### config.mk
export PLATFORM = sky130hd
export DESIGN_NAME = riu2_histogram
export DESIGN_NICKNAME = d
export VERILOG_FILES = /design/src/rtl/riu2_histogram.sv
export SDC_FILE = /design/constraint.sdc
export NUM_CORES = 1
export LEC_CHECK = 0
export CELL_PAD_IN_SITES_DETAIL_PLACEMENT = 0
export CELL_PAD_IN_SITES_GLOBAL_PLACEMENT = 2
export CORE_MARGIN = 1.5
export CORE_UTILIZATION = 41
export DETAILED_ROUTE_END_ITERATION = 16
export DONT_BUFFER_PORTS = 1
export GPL_TIMING_DRIVEN = 0
export PLACE_DENSITY_LB_ADDON = 0.1
export SETUP_SLACK_MARGIN = 0.2
export SYNTH_ARGS = -nofsm -noshare
export SYNTH_HDL_FRONTEND = slang
export SYNTH_SLANG_ARGS = --single-unit
### constraint.sdc
create_clock -name clk -period 3.91 [get_ports clk]
set_input_delay 1.173 -clock clk [delete_from_list [all_inputs] [get_ports clk]]
set_output_delay 1.173 -clock clk [all_outputs]
set_load 0.05 [all_outputs]
### src/rtl/riu2_histogram.sv
// -----------------------------------------------------------------------------
// riu2_histogram
//   Consumer end of the riu2 code stream from the NIRD mapping stage. Builds a
//   10-bin histogram of riu2 codes (0..8 uniform patterns, 9 non-uniform) over
//   one frame. At end of frame the bins are drained downstream one per beat
//   over a valid/ready handshake. Each bin is cleared as it is read. The block
//   then re-arms for the next frame.
//
//   Optional build macro: RIU2_HIST_TOTAL_EN
//     Adds a saturating total counter (COUNT_W+4 bits) of all legal codes.
//     The total is presented as an 11th beat with bin_idx_o = 10.
//
// Ports
//   clk              clock
//   rst              synchronous active-high reset
//   done_i           data_i valid strobe, one code per cycle
//   data_i[3:0]      riu2 code, legal range 0..9
//   progress_done_i  single-cycle end-of-frame pulse
//   bin_ready_i      downstream accepts the presented bin
//   bin_valid_o      bin_idx_o / bin_count_o valid
//   bin_idx_o[3:0]   index of the presented bin
//   bin_count_o      count of the presented bin (COUNT_W bits)
//   hist_done_o      one-cycle pulse after the last beat is accepted
//   busy_o           high while draining
//   err_o            sticky: illegal code seen, or a sample dropped during drain
// -----------------------------------------------------------------------------
module riu2_histogram #(
  parameter int COUNT_W = 16
) (
  input  logic               clk,
  input  logic               rst,
  input  logic               done_i,
  input  logic [3:0]         data_i,
  input  logic               progress_done_i,
  input  logic               bin_ready_i,
  output logic               bin_valid_o,
  output logic [3:0]         bin_idx_o,
  output logic [COUNT_W-1:0] bin_count_o,
  output logic               hist_done_o,
  output logic               busy_o,
  output logic               err_o
);

  typedef enum logic {S_ACCUM, S_DRAIN} state_t;

  localparam int NBINS = 10;
  localparam logic [COUNT_W-1:0] CNT_MAX = '1;
`ifdef RIU2_HIST_TOTAL_EN
  localparam logic [3:0] LAST_IDX = 4'd10;
`else
  localparam logic [3:0] LAST_IDX = 4'd9;
`endif

  state_t             r_state;
  state_t             w_next_state;
  logic [COUNT_W-1:0] r_bins [NBINS];
  logic [3:0]         r_idx;
  logic               r_hist_done;
  logic               r_err;
  logic [COUNT_W-1:0] w_bin_count;
  logic               w_sample;
  logic               w_code_ok;
  logic               w_accept;
  logic               w_last;
  logic               w_err_set;

  // Samples are only taken while accumulating; in DRAIN they are dropped.
  assign w_sample  = (r_state == S_ACCUM) && done_i;
  assign w_code_ok = (data_i <= 4'd9);
  assign w_accept  = (r_state == S_DRAIN) && bin_ready_i;
  assign w_last    = w_accept && (r_idx == LAST_IDX);
  assign w_err_set = (w_sample && !w_code_ok) || ((r_state == S_DRAIN) && done_i);

  // Next-state logic
  always_comb begin
    // NOTE: default assigned first so every path drives w_next_state (no latch).
    w_next_state = r_state;
    case (r_state)
      S_ACCUM: if (progress_done_i) w_next_state = S_DRAIN;
      S_DRAIN: if (w_last)          w_next_state = S_ACCUM;
      default:                      w_next_state = S_ACCUM;
    endcase
  end

  always_ff @(posedge clk) begin
    // NOTE: sequential state uses non-blocking assignments so every register
    // samples the pre-edge values, independent of statement order.
    if (rst) r_state <= S_ACCUM;
    else     r_state <= w_next_state;
  end

`ifdef RIU2_HIST_TOTAL_EN
  localparam int TOT_W = COUNT_W + 4;
  localparam logic [TOT_W-1:0] TOT_MAX = '1;
  logic [TOT_W-1:0] r_total;

  always_ff @(posedge clk) begin
    if (rst)
      r_total <= '0;
    else if (w_accept && (r_idx == 4'd10))
      r_total <= '0;
    else if (w_sample && w_code_ok && (r_total != TOT_MAX))
      r_total <= r_total + TOT_W'(1);
  end
`endif

  // Zero-latency read of the registered bin array for the presented beat.
  always_comb begin
    // NOTE: blocking assignments inside always_comb; later matches override
    // the default, which gives a plain priority mux.
    w_bin_count = '0;
    if (r_state == S_DRAIN) begin
      for (int i = 0; i < NBINS; i++)
        if (r_idx == 4'(i)) w_bin_count = r_bins[i];
`ifdef RIU2_HIST_TOTAL_EN
      if (r_idx == 4'd10)
        w_bin_count = (r_total > {4'b0000, CNT_MAX}) ? CNT_MAX : r_total[COUNT_W-1:0];
`endif
    end
  end

  // Bin array. A beat acceptance clears its bin. Samples and acceptances never
  // coincide because they belong to different states.
  always_ff @(posedge clk) begin
    // NOTE: the bins are reset explicitly. A reset mid-drain must leave a clean
    // histogram, so this array cannot be treated as an unreset memory.
    if (rst) begin
      for (int i = 0; i < NBINS; i++) r_bins[i] <= '0;
    end else begin
      for (int i = 0; i < NBINS; i++) begin
        if (w_accept && (r_idx == 4'(i)))
          r_bins[i] <= '0;
        else if (w_sample && (data_i == 4'(i)) && (r_bins[i] != CNT_MAX))
          r_bins[i] <= r_bins[i] + COUNT_W'(1);
      end
    end
  end

  // Beat index, end-of-drain pulse, sticky error.
  always_ff @(posedge clk) begin
    if (rst) begin
      r_idx       <= '0;
      r_hist_done <= 1'b0;
      r_err       <= 1'b0;
    end else begin
      r_hist_done <= w_last;
      if (w_err_set) r_err <= 1'b1;
      if ((r_state == S_ACCUM) && progress_done_i)
        r_idx <= '0;
      else if (w_accept)
        r_idx <= w_last ? 4'd0 : r_idx + 4'd1;
    end
  end

  assign bin_valid_o = (r_state == S_DRAIN);
  assign busy_o      = (r_state == S_DRAIN);
  assign bin_idx_o   = r_idx;
  assign bin_count_o = w_bin_count;
  assign hist_done_o = r_hist_done;
  assign err_o       = r_err;

endmodule

==> flow_summary.toml <==
[logic_synthesis]
yosys_warnings = 0
ys_async_sr_fraction_pct = 0
yosys_most_used_dff = "edfxtp_1"
ys_seq_area_share_pct = 45.7
synth_edf_count = 160
synthesis.nets = 1204
syn_area_um2 = 10800
synth_top_area_share_pct = 44.4
synth_top_area_cell = "edfxtp_1"
synthTopCellsByArea = "edfxtp_1 (44%), xnor2_1 (6.2%), nor2_1 (5.7%)"
synth-seq-cells = 167
synth_cell_type_count = 56
synthCells = 1181
avgSynthCellArea_um2 = 9.16
synthTopCellsByCount = "nor2_1 (163), edfxtp_1 (160), nand2_1 (109), xnor2_1 (76), a21oi_1 (69)"
synth.most_common_cell = "nor2_1"

[worst_setup_path]
cp-start-kind = "flop"
path_cells = "inv_4 > ha_4 > or2_4 > clkbuf_16 > o31ai_4 > o221ai_2 > a31oi_4"
crit_fanout = 7
crit_buf_inv = 2
ff2ff_setup_slack_ns = 0.71
end_kind = "output pin"
critical_path_class = "flop to output pin"
crit_required_ns = 2.74
cp_top_family = "compound AO/OA/AOI/OAI gates"
crit_slowest_cell = "dfxtp_4"
cp_data_arrival_time_ns = 2.68
worst_r2r_path_depth = 6
r2r_start = "r_bins[8][0]"
worst_path_largest_cell_delay_ns = 0.52
r2r-end = "r_bins[8][14]"

[grt]
grt_usage_pct = 26.9
grt_pass1_wl_um = 54200
grt_overflow_total = 0
antenna_found_initial = 0
grt_pass1_vias = 8731
grt_max_degree = 17

[detailed_routing]
vias = 9341
wl_per_cell_um = 22.8
postRouteAntennaNets = 0
wirelength_um = 35900
drc = 0
vias_per_cell = 5.95
drt_iter0_drc = 972
first_pass_iters = 5

[cells_and_area]
area_delta_synth_final_pct = 22.4
register_area_um2 = 4960
drive_gt1_share_pct = 16.6
n_antenna_cell = 0
multi_input_area_um2 = 6330
final_area_um2 = 13200
nets = 1245
fillCellCount = 2414

[placement]
detailed_place_hpwl_um = 25800
place_area_um2 = 11300
place.gp.congestion = 0.883
numPortBuffers = 0
dp_slack_ns = -0.798

[floorplan]
start_util_pct = 41.6
die_w_um = 165
row_count = 59
die_h_um = 165
core_um2 = 26000
die_area_um2 = 27400
num_io_pins = 33

[sta]
worst_slack_ns = 0.0565
finalSetupViolations = 0
worst_slew_pin_slew_ns = 0.748
fmax_mhz = 260
finalSetupTns_ns = 0
relSlewSlack_pct = 49.4
layout_min_cycle_time_ns = 3.85
fin_worst_skew_ns = 0.0135
final_max_slew_viol_count = 0
hold_violations = 0
rsz0062_at_grt = "true"
post-route-period-util_pct = 98.6

[clock_tree]
cts_sinks = 167
cts_made_buffers = 17
cts-root-buf = "clkbuf_16"
clk_pin_slew_worst_paths_ns = 0.07
cts_tree = "built"
clockBufferDepth = 2
cts_max_level = 4
insertion_delay_ns = 0.44

[power]
powerDensity_nw_per_um2 = 317
p_leak_nw = 4.03
ir_drop_mv = 0.208
power_mw = 4.20

[outcome]
outcome = "finished, final reports clean"

[min_path]
hold_start = "r_bins[9][0]"
min_to = "r_bins[9][0]"
min_delay_path_depth = 1
hold_class = "flop to flop"

[run]
cap_violations = 0
-- power breakdown --
| group | switching (mW) | leakage, nW | internal [mW] | total, mW |
|---|---|---|---|---|
| clock network | 0.822 | 0.268 | 0.832 | 1.65 |
| logic | 0.243 | 2.04 | 0.149 | 0.392 |
| registers | 0.127 | 1.72 | 2.03 | 2.16 |
-- layout by cell type (no fill, tap or decap), types with 31 or more instances in the layout --
master,count
nor2_1,163
nor2b_1,37
o21ai_0,34
inv_1,31
nand2_1,108
a21oi_1,61
nand3b_1,31
nand3_1,56
edfxtp_1,160
nand4_1,37
xor2_1,41
xnor2_1,76
-- registers in the layout, summed over array words and instances, names as in the netlist --
register and cells:
r_bins 160, bin_idx_o 4, bin_valid_o 1, err_o 1
hist_done_o 1
-- cells by family after synthesis --
logic type	after synthesis	synth area share, %
simple gates	568	26.7
compound gates	218	12.9
flops	167	45.7
xor+xnor	117	9.47
buf+inv	97	3.57
fa+ha+maj	14	1.62
-- metal layers --
metal | part of all wire, % | track usage, % | wire (um)
met5 | 0 | 0 | 0
met4 | 3.2 | 10.7 | 1130
met3 | 6.8 | 5.89 | 2440
met2 | 43 | 38.2 | 15400
met1 | 47 | 39.3 | 16900
-- worst max path at each step --
stage | from | to | slack, ns | depth (start not counted)
after global routing | bin_idx_o[1] | bin_count_o[9] | 0.01 | 7
after global placement | bin_idx_o[0] | bin_count_o[13] | -0.78 | 8
after detailed placement | bin_idx_o[0] | bin_count_o[13] | -0.80 | 8
final | bin_idx_o[1] | bin_count_o[9] | 0.06 | 7
after CTS | bin_idx_o[0] | bin_count_o[4] | 0.06 | 7
after floorplan | bin_idx_o[0] | bin_count_o[7] | 0.24 | 8
-- area by class of cell --
type | instances | area share [%]
inverters | 33 | 0.974
repair buffers | 22 | 1.84
flip-flops and latches | 167 | 37.5
plain buffers | 64 | 4.57
clock inverters | 14 | 0.879
clock buffers | 18 | 3.24
multi-input cells | 917 | 47.9
well taps | 335 | 3.17
-- through the flow --
stage | cells | utilization [%] | hold WS (ns)
after global placement | 1516 | 43.7 | 0.600
after global routing | 1570 | 50.9 | 0.642
after CTS | 1568 | 50.4 | 0.619
after floorplan | 1181 | - | 0.572
after detailed placement | 1516 | 43.7 | 0.610
final | 1570 | 50.9 | 0.621
-- timing repair --
action                                  4_1_cts  5_1_grt
pin swaps                                    53       36
cloned                                       10        0
endpoints found under the setup margin       16       64
resized for setup                           206       50
buffers inserted                             10        2
hold buffers                                  0        0
No activity file was read; power rests on OpenSTA's default activity.
